[config.mk]
export PLATFORM = sky130hd
export DESIGN_NAME = tone_gen
export DESIGN_NICKNAME = d
export VERILOG_FILES = /design/src/rtl/tone_pkg.sv /design/src/rtl/seq_divider.sv /design/src/rtl/tone_gen.sv
export SDC_FILE = /design/constraint.sdc
export NUM_CORES = 1
export LEC_CHECK = 0
export ABC_AREA = 1
export BUFFER_PORTS_ARGS = -buffer_cell sky130_fd_sc_hd__buf_2
export CORE_MARGIN = 3
export CORE_UTILIZATION = 50
export DETAILED_ROUTE_END_ITERATION = 6
export PLACE_DENSITY = 0.72
export SLEW_MARGIN = 20
export SYNTH_ARGS = -nofsm -noshare
export SYNTH_HDL_FRONTEND = slang
export SYNTH_SLANG_ARGS = --single-unit
export TNS_END_PERCENT = 10
[constraint.sdc]
create_clock -name clk -period 14.2 [get_ports clk]
set_input_delay 1.42 -clock clk [delete_from_list [all_inputs] [get_ports clk]]
set_output_delay 1.42 -clock clk [all_outputs]
set_load 0.01 [all_outputs]
[src/rtl/tone_pkg.sv]
// tone_pkg: shared types and constants for the buzzer tone path.
//   state_e        : tone_gen controller states (IDLE, DIV, PLAY)
//   CLK_HZ_DEFAULT : default system clock in Hz
//   NOTE_*         : note frequencies in Hz, shared with the melody ROMs
package tone_pkg;

  typedef enum logic [1:0] {
    IDLE = 2'd0,
    DIV  = 2'd1,
    PLAY = 2'd2
  } state_e;

  localparam int CLK_HZ_DEFAULT = 100_000_000;

  localparam int unsigned NOTE_C4 = 262;
  localparam int unsigned NOTE_D4 = 294;
  localparam int unsigned NOTE_E4 = 330;
  localparam int unsigned NOTE_F4 = 349;
  localparam int unsigned NOTE_G4 = 392;
  localparam int unsigned NOTE_A4 = 440;
  localparam int unsigned NOTE_B4 = 494;
  localparam int unsigned NOTE_C5 = 523;

endpackage

[src/rtl/seq_divider.sv]
// seq_divider: restoring unsigned divider, one quotient bit per cycle.
//   clk, rst  : clock, asynchronous active-low reset
//   start     : load dividend/divisor; the first bit is resolved on this edge
//   dividend  : W-bit numerator
//   divisor   : W-bit denominator (must be non-zero)
//   done      : one-cycle pulse, quotient valid while high and held after
//   quotient  : W-bit result; the remainder is discarded
// Latency is fixed: done is high in the W-th cycle after the start cycle.
module seq_divider #(
  parameter int W = 32
) (
  input  logic         clk,
  input  logic         rst,
  input  logic         start,
  input  logic [W-1:0] dividend,
  input  logic [W-1:0] divisor,
  output logic         done,
  output logic [W-1:0] quotient
);

  localparam int CW = $clog2(W) + 1;

  logic [W-1:0]  rem_q, quo_q, dsr_q;
  logic [CW-1:0] left_q;
  logic          run_q, done_q;

  logic [W-1:0]  rem_src, quo_src, dsr_src, rem_nx, quo_nx;
  logic [W:0]    trial;

  // The start edge feeds the step straight from the ports so the whole
  // divide takes exactly W edges.
  always_comb begin
    if (start) begin
      rem_src = '0;
      quo_src = dividend;
      dsr_src = divisor;
    end else begin
      rem_src = rem_q;
      quo_src = quo_q;
      dsr_src = dsr_q;
    end
    trial = {rem_src, quo_src[W-1]};
    if (trial >= {1'b0, dsr_src}) begin
      rem_nx = W'(trial - {1'b0, dsr_src});
      quo_nx = {quo_src[W-2:0], 1'b1};
    end else begin
      rem_nx = trial[W-1:0];
      quo_nx = {quo_src[W-2:0], 1'b0};
    end
  end

  always_ff @(posedge clk or negedge rst) begin
    if (!rst) begin
      rem_q  <= '0;
      quo_q  <= '0;
      dsr_q  <= '0;
      left_q <= '0;
      run_q  <= 1'b0;
      done_q <= 1'b0;
    end else begin
      done_q <= 1'b0;
      if (start) begin
        rem_q  <= rem_nx;
        quo_q  <= quo_nx;
        dsr_q  <= divisor;
        left_q <= CW'(W - 1);
        run_q  <= 1'b1;
      end else if (run_q) begin
        rem_q  <= rem_nx;
        quo_q  <= quo_nx;
        left_q <= left_q - CW'(1);
        if (left_q == CW'(1)) begin
          run_q  <= 1'b0;
          done_q <= 1'b1;
        end
      end
    end
  end

  assign done     = done_q;
  assign quotient = quo_q;

endmodule

[src/rtl/tone_gen.sv]
// tone_gen: converts a note frequency in Hz into a square/PWM buzzer drive.
//   clk    : system clock (CLK_HZ)
//   rst    : asynchronous active-low reset
//   freq   : requested tone in Hz, 0 = silence, > CLK_HZ/2 treated as 0
//   mute   : forces audio low combinationally; timing is unaffected
//   vol    : (TONE_VOLUME_EN only) duty select, high_time = period >> (vol+1)
//   audio  : buzzer drive
//   busy   : high while the period divider runs
//   period : current period in clk cycles, 0 when idle
// Optional feature macro: TONE_VOLUME_EN (adds vol; otherwise duty is 50%).
// New frequencies and vol are only taken at period boundaries.
module tone_gen
  import tone_pkg::*;
#(
  parameter int CLK_HZ = CLK_HZ_DEFAULT,
  parameter int FREQ_W = 32
) (
  input  logic              clk,
  input  logic              rst,
  input  logic [FREQ_W-1:0] freq,
  input  logic              mute,
`ifdef TONE_VOLUME_EN
  input  logic [1:0]        vol,
`endif
  output logic              audio,
  output logic              busy,
  output logic [FREQ_W-1:0] period
);

  localparam logic [FREQ_W-1:0] HALF_HZ  = FREQ_W'(CLK_HZ / 2);
  localparam logic [FREQ_W-1:0] DIVIDEND = FREQ_W'(CLK_HZ);

  state_e            state_q, state_d;
  logic [FREQ_W-1:0] f_lat_q, f_lat_d;
  logic [FREQ_W-1:0] cnt_q, cnt_d;
  logic [FREQ_W-1:0] period_q, period_d;
  logic [FREQ_W-1:0] high_q, high_d;
  logic              busy_q, pwm_q, pwm_d;

  logic              freq_ok, at_end;
  logic              div_start, div_done;
  logic [FREQ_W-1:0] div_quo;
  logic [2:0]        shamt;

`ifdef TONE_VOLUME_EN
  assign shamt = {1'b0, vol} + 3'd1;
`else
  assign shamt = 3'd1;
`endif

  assign freq_ok = (freq != '0) && (freq <= HALF_HZ);
  assign at_end  = (cnt_q == period_q - FREQ_W'(1));

  seq_divider #(.W(FREQ_W)) u_div (
    .clk      (clk),
    .rst      (rst),
    .start    (div_start),
    .dividend (DIVIDEND),
    .divisor  (f_lat_d),
    .done     (div_done),
    .quotient (div_quo)
  );

  // high_q holds the duty threshold for the running period; it is refreshed
  // only when a period starts so vol changes never split a period.
  always_comb begin
    state_d   = state_q;
    f_lat_d   = f_lat_q;
    cnt_d     = cnt_q;
    period_d  = period_q;
    high_d    = high_q;
    div_start = 1'b0;
    pwm_d     = (state_q == PLAY) && (cnt_q < high_q);
    case (state_q)
      IDLE: begin
        if (freq_ok) begin
          f_lat_d   = freq;
          div_start = 1'b1;
          state_d   = DIV;
        end
      end
      DIV: begin
        if (div_done) begin
          period_d = div_quo;
          high_d   = div_quo >> shamt;
          cnt_d    = '0;
          state_d  = PLAY;
        end
      end
      PLAY: begin
        if (at_end) begin
          if (freq == f_lat_q) begin
            cnt_d  = '0;
            high_d = period_q >> shamt;
          end else if (freq_ok) begin
            f_lat_d   = freq;
            div_start = 1'b1;
            state_d   = DIV;
          end else begin
            cnt_d    = '0;
            period_d = '0;
            high_d   = '0;
            state_d  = IDLE;
          end
        end else begin
          cnt_d = cnt_q + FREQ_W'(1);
        end
      end
      default: state_d = IDLE;
    endcase
  end

  always_ff @(posedge clk or negedge rst) begin
    if (!rst) begin
      state_q  <= IDLE;
      f_lat_q  <= '0;
      cnt_q    <= '0;
      period_q <= '0;
      high_q   <= '0;
      busy_q   <= 1'b0;
      pwm_q    <= 1'b0;
    end else begin
      state_q  <= state_d;
      f_lat_q  <= f_lat_d;
      cnt_q    <= cnt_d;
      period_q <= period_d;
      high_q   <= high_d;
      busy_q   <= (state_d == DIV);
      pwm_q    <= pwm_d;
    end
  end

  assign audio  = pwm_q & ~mute;
  assign busy   = busy_q;
  assign period = period_q;

endmodule

# After elaboration in Yosys (flattened, before gate mapping)
# Index checks and enable logic that the tools add are counted.
[totals]
regBits = 236
input_bits = 35
output_inout_bits = 34
word_cells = 87
[classes]
add_sub_neg = 4
order_cmp = 3
n_eq_ne = 12
mux = 44
n_bitwise = 2
reduce_logical = 9
[ops]
columns = ["operator", "count"]
rows = [
  ["32-bit 2-to-1 mux", 21],
  ["32-bit case mux with 2 select lines", 4],
  ["32-bit == test", 2],
  ["33-bit by 32-bit greater-or-equal comparator with 1-bit output", 1],
  ["32-bit by 1-bit adder with 32-bit output, second input constant", 1],
  ["32-bit by 26-bit <= comparator with 1-bit output, second input constant", 1],
  ["32-bit < comparator", 1],
  ["32-bit nonzero test", 1],
  ["32-bit by 1-bit subtractor with 32-bit output, second input constant", 1],
  ["32-bit subtractor", 1],
  ["6-bit 2-to-1 mux", 2],
  ["1-bit 2-to-1 mux", 11],
  ["2-bit 2-to-1 mux", 4],
  ["6-bit by 1-bit == test with 1-bit output, second input constant", 1],
  ["2-bit != test, second input constant", 3],
  ["2-bit case mux with 3 select lines", 1],
  ["6-bit by 1-bit subtractor with 6-bit output, second input constant", 1],
  ["5-bit AND reduction", 1],
  ["2-bit by 1-bit == test with 1-bit output, second input constant", 2],
  ["4-bit by 3-bit != test with 1-bit output, second input constant", 1],
  ["4-bit AND reduction", 1],
  ["2-bit nonzero test", 2],
  ["3-bit by 2-bit != test with 1-bit output, second input constant", 1],
  ["3-bit AND reduction", 1],
  ["7 further kinds", 8],
]

# Logic depth before layout (Yosys ltp)
[logic_depth]
depth_word = 11
ltp_mapped = 40
ltp_nobuf = 37

# Hierarchy
# From an unflattened synthesis, not the netlist that was laid out.
[unflattened]
hier_cells = 2543
hier_area_um2 = 16980.0
[by_module_without_submodules]
columns = ["module", "n_inst", "cells_each", "area_per_inst_um2", "seq_area_each_um2"]
rows = [
  ["tone_gen", 1, 1440, 9576.7, 3278.1],
  ["seq_divider", 1, 1103, 7403.4, 2602.5],
]

# Worst setup path after synthesis
# No wires, ideal clock.
[synth_timing]
path_type = "input-to-reg"
from = "in freq[23]"
to = "reg u_div.rem_q[1]"
setup_time_ns = 0.117
t_arrival_ns = 5.400
required_time_ns = 14.083
setup_slack_ns = 8.683
stages = 27
path_buffers = 4
cell_sequence = "xnor2_1 nand2_1 nor4_1 nand2_1 nor2_1 nor2_1 nand3_4 nand2_2 buf_2 buf_2 nand3_1 o21ai_1 ha_1 a21oi_1 nand2_1 a21boi_0 o21ai_1 nand3_1 nand3_1 nand3_1 nand3_1 a21oi_1 clkbuf_1 buf_2 nand3_1 nand3_1 nand2_1"
[synth_between]
elab_chain_len = 11
elab_cells_between_ends = 21
classes_between = "1 x add/sub; 2 x order compare; 1 x eq/ne; 14 x mux; 3 x reduce/logical"
[synth_lines]
columns = ["item", "line", "text"]
rows = [
  ["from (decl)", "tone_gen.sv:20", "input logic [FREQ_W-1:0] freq,"],
  ["32-bit by 26-bit <= comparator with 1-bit output or 32-bit nonzero test (tied branches)", "tone_gen.sv:51", "assign freq_ok = (freq != '0) && (freq <= HALF_HZ);"],
  ["1-bit logical AND", "tone_gen.sv:51", ""],
  ["1-bit 2-to-1 mux or 32-bit 2-to-1 mux (tied branches)", "tone_gen.sv:76, tone_gen.sv:95", ""],
  ["1-bit 2-to-1 mux or 32-bit 2-to-1 mux (tied branches)", "tone_gen.sv:92", "if (freq == f_lat_q) begin"],
  ["1-bit 2-to-1 mux or 32-bit 2-to-1 mux (tied branches)", "tone_gen.sv:91", "if (at_end) begin"],
  ["1-bit case mux with 2 select lines or 32-bit case mux with 2 select lines (tied branches)", "tone_gen.sv:74", "case (state_q)"],
  ["32-bit 2-to-1 mux, on equally long branches", "n/a", ""],
  ["32-bit subtractor or 33-bit by 32-bit greater-or-equal comparator with 1-bit output (tied branches)", "seq_divider.sv:44, seq_divider.sv:43", ""],
  ["32-bit 2-to-1 mux", "seq_divider.sv:43", "if (trial >= {1'b0, dsr_src}) begin"],
  ["32-bit 2-to-1 mux", "seq_divider.sv:68", "end else if (run_q) begin"],
  ["32-bit 2-to-1 mux", "seq_divider.sv:62", "if (start) begin"],
  ["to (signal assigned)", "seq_divider.sv:63", "rem_q <= rem_nx;"],
  ["to (signal assigned)", "seq_divider.sv:69", "rem_q <= rem_nx;"],
  ["to (decl)", "seq_divider.sv:23", "logic [W-1:0] rem_q, quo_q, dsr_q;"],
]
# Several ways; a longest one is shown, not always the timed one. The select of a mux whose other input is x is not followed.
# A chain may end at the register's enable or synchronous reset.

# Worst setup path after layout
[layout_timing]
from = "reg period_q[0], in the netlist period[0]"
to = "reg u_div.rem_q[27]"
[layout_between]
elab_chain_len = 9
elab_cells_between_ends = 15
classes_between = "2 x add/sub; 1 x order compare; 1 x eq/ne; 10 x mux; 1 x reduce/logical"
[layout_lines]
columns = ["item", "line", "text"]
rows = [
  ["from (decl)", "tone_gen.sv:36", "logic [FREQ_W-1:0] period_q, period_d;"],
  ["from (signal assigned)", "tone_gen.sv:126", "period_q <= period_d;"],
  ["32-bit by 1-bit subtractor with 32-bit output *", "tone_gen.sv:52", "assign at_end = (cnt_q == period_q - FREQ_W'(1));"],
  ["32-bit == test *", "tone_gen.sv:52", ""],
  ["1-bit 2-to-1 mux or 32-bit 2-to-1 mux (tied branches)", "tone_gen.sv:91", ""],
  ["1-bit case mux with 2 select lines or 32-bit case mux with 2 select lines (tied branches)", "tone_gen.sv:74", ""],
  ["32-bit 2-to-1 mux, on equally long branches", "n/a", ""],
  ["32-bit subtractor or 33-bit by 32-bit greater-or-equal comparator with 1-bit output (tied branches)", "seq_divider.sv:44, seq_divider.sv:43", ""],
  ["32-bit 2-to-1 mux", "seq_divider.sv:43", ""],
  ["32-bit 2-to-1 mux", "seq_divider.sv:68", ""],
  ["32-bit 2-to-1 mux", "seq_divider.sv:62", ""],
]
# Every way passes the cells marked *; elsewhere a longest branch is shown, timed or not. The select of a mux whose other input is x is not followed.

==> results.toml <==
[place]
gp_congestion = 1.01
postPlaceCellArea_mm2 = 0.0172
io_buffers = 68
hpwl_um = 39800

[worst_setup_path]
regToRegSetupSlack_ns = 6.07
endpoint = "u_div.rem_q[27]$_DFFE_PN0P_"
critPathArrivalTime_ns = 8.58
worstPathRequired_ns = 14.65
crit_family = "simple AND/OR/NAND/NOR gates"
critPathLaunch = "period[0]$_DFFE_PN0P_"
crit_slowest_cell = "nand2_1"
cp_common_cell = "nand2_1"
max_stage_delay_ns = 0.84
cp_max_fo = 91
critPathKind = "flip-flop to flip-flop"
critPathLaunchType = "flip-flop"
worst-path-buf-inv = 3
endpoint_kind = "flip-flop"
rr_endpoint = "u_div.rem_q[27]$_DFFE_PN0P_"
cp.depth = 34
r2r_start = "period[0]$_DFFE_PN0P_"
reg2regPathDepth = 34

[timing]
slew_headroom_pct = 21.6
finalHoldWorstSlack_ns = 0.477
fin_skew_ns = 0.0322
hold_violations = 0
finalSetupViolCount = 0
rsz0062_at_grt = "false"
setup_tns_ns = 0
tightest_slew_ns = 1.17
min_period_ns = 8.13
fmax_mhz = 123
slew_violations = 0
post-route-period-util_pct = 57.3

[route]
viasPerCell = 5.73
wl_per_cell_um = 18.9
num_vias = 16500
firstDrtPassIters = 6
finalWirelength_um = 54300
ant_nets = 0
drtIter0Drc = 1310
drcViolationCount = 0

[grt]
grt_first_pass_wirelength_um = 86700
groute.usage.overall_pct = 30.3
grt_overflow_total = 0
grt_max_degree = 104
grt_pass1_vias = 16000
antenna_found_initial = 0

[floorplanning]
start_util_pct = 51.0
ios = 69
die_area_mm2 = 0.0355
die_h_um = 188
design.core.area_mm2 = 0.0326
die_x_um = 188
rows = 66

[run_status]
outcome = "complete, no violations"

[clock_tree]
post_cts_resized = 0
clock_path_buffers = 3
clk_pin_slew_ns = 0.06
h-tree-depth = 1
insertion_delay_ns = 0.58
cts_buffers = 28
ctsHoldBuffers = 0
cts_sinks = 235
cts_tree = "built"
root_buffer = "clkbuf_16"
cts_setup_buffers = 0

[yosys]
async_reset_ff_share_pct = 100
ys_top_cells_by_area = "dfrtp_1 35%, nand2_1 16%, nand3_1 7.2%, inv_1 5.8%, ha_1 5.3%"
seq_area_frac_synth_pct = 35.4
synth_top_family_by_area = "simple AND/OR/NAND/NOR gates"
avgSynthCellArea_um2 = 6.93
synth-xor-area-share_pct = 4.93
synth.top_cell.area_share_pct = 35.4
synth_area_leader_cell = "dfrtp_1"
synthCells = 2399
synth_compound_area_share_pct = 12.2
yosys.cell_types.count = 52
syn_area_mm2 = 0.0166
synth_edf_count = 0
yosysWarnings = 0
synthFlopType = "dfrtp_1"
synth_adder_area_share_pct = 5.39
synth_mux_area_share_pct = 0
ys_ff_latch = 235
syn_nets = 2505
synthSimpleGateAreaFrac_pct = 33.2

[flow_run]
drv_cap = 0

[finish]
final_core_util_pct = 55.5
layout.nets = 2518
fin_area_mm2 = 0.0181
drive_gt1_share_pct = 6.99
syn2layout_area_growth_pct = 8.85
nFillCells = 3224
diodes = 0
multi_input_area_mm2 = 0.00928
seq_area_mm2 = 0.00588

[min_path]
hp-class = "flip-flop to flip-flop"
hold_start = "u_div.dsr_q[9]$_DFF_PN0_"

[power_and_ir_drop]
irDropWorstVdd_v = 0.000153
p_total_w = 0.00425
p_leak_nw = 8.89
p_per_area_mw_per_mm2 = 235
## cells in the mapped netlist, types with 7 or more instances
master	count
clkbuf_1	50
o31ai_1	17
buf_2	34
xnor2_1	48
o21ai_0	116
nand3_1	240
nand4_1	64
inv_1	257
a211oi_1	9
nand3b_1	15
nand2_1	690
nor4_1	16
o211ai_1	13
dfrtp_1	235
o21ai_1	73
nor2_2	9
nor2_1	177
nor3_1	31
buf_4	7
o22ai_1	26
or2_2	11
xor2_1	43
ha_1	70
o21ai_2	8
a21oi_1	74
## flip-flops by register name, summed over array words and instances, names as in the netlist
name	flops
busy	1
cnt_q	32
f_lat_q	32
high_q	31
period	32
pwm_q	1
state_q	2
u_div.done	1
u_div.dsr_q	32
u_div.left_q	6
u_div.quotient	32
u_div.rem_q	32
u_div.run_q	1
## metal layers
metal	routed length, um	track usage, %	up-vias	share of wire (%)
met5	0	0	-	0
met4	2400	11.0	0	4.4
met2	25900	52.3	652	48
met1	22400	39.3	7789	41
li1	-	-	7922	-
met3	3540	3.61	111	6.5
## layout make-up
type	count	area share (%)
multi-input cells	1796	51.3
flip-flops and latches	235	32.5
inverters	266	5.52
clock buffers	44	4.54
well taps	442	3.06
repair buffers	85	2.64
clock inverters	5	0.436
## per-stage QoR
step	std cells	setup slack, ns
final	2873	6.07
after CTS	2873	6.10
after detailed placement	2824	5.77
after global routing	2873	5.52
after global placement	2824	5.48
after floorplan	2399	8.68
## worst reg2reg max path, delay by kind of cell (launching register included)
family / cells / cell delay, ns
buffers and inverters: 3 / 1.05
adders and majority gates: 2 / 0.68
and+or+nand+nor: 24 / 4.27
DFF: 1 / 0.42
AOI/OAI and AO/OA: 5 / 1.60
## cells by family (layout without fill, tap and decap cells)
logic type | count (synthesis) | count (layout)
AND/OR/NAND/NOR | 1273 | 1273
buffers and inverters | 368 | 400
AO/OA/AOI/OAI | 360 | 360
flip-flops | 235 | 235
XOR/XNOR | 92 | 92
adder cells (fa/ha/maj) | 71 | 71
## report_power, final
part / internal [W] / switching, W / total, W
clock network: 0.000429 / 0.000292 / 0.000722
registers: 0.000948 / 0.000244 / 0.00119
logic: 0.000800 / 0.00153 / 0.00233
## cells in the final DEF (no fill, tap or decap), types with 15 or more instances in the layout
cell type  netlist  final
nand3_1        240    240
o22ai_1         26     26
xnor2_1         48     48
inv_1          257    257
buf_4            7     17
nand4_1         64     64
o31ai_1         17     17
nand3b_1        15     15
nor3_1          31     31
nand2_1        690    690
nor4_1          16     16
ha_1            70     69
dfrtp_1        235    235
xor2_1          43     43
o21ai_1         73     73
buf_2           34     67
o21ai_0        116    116
clkbuf_16        0     29
nor2_1         177    176
a21oi_1         74     73
## worst min-delay path by stage
stage / to / slack, ns / depth (start not counted)
after global routing: u_div.dsr_q[9]$_DFF_PN0_ / 0.50 / 2
after detailed placement: u_div.dsr_q[9]$_DFF_PN0_ / 0.46 / 2
after global placement: u_div.dsr_q[8]$_DFF_PN0_ / 0.46 / 2
final: u_div.dsr_q[9]$_DFF_PN0_ / 0.48 / 2
after floorplan: high_q[0]$_DFFE_PN0P_ / 0.44 / 2
after CTS: u_div.dsr_q[9]$_DFF_PN0_ / 0.48 / 2
Power figures use the tool's default switching activity.
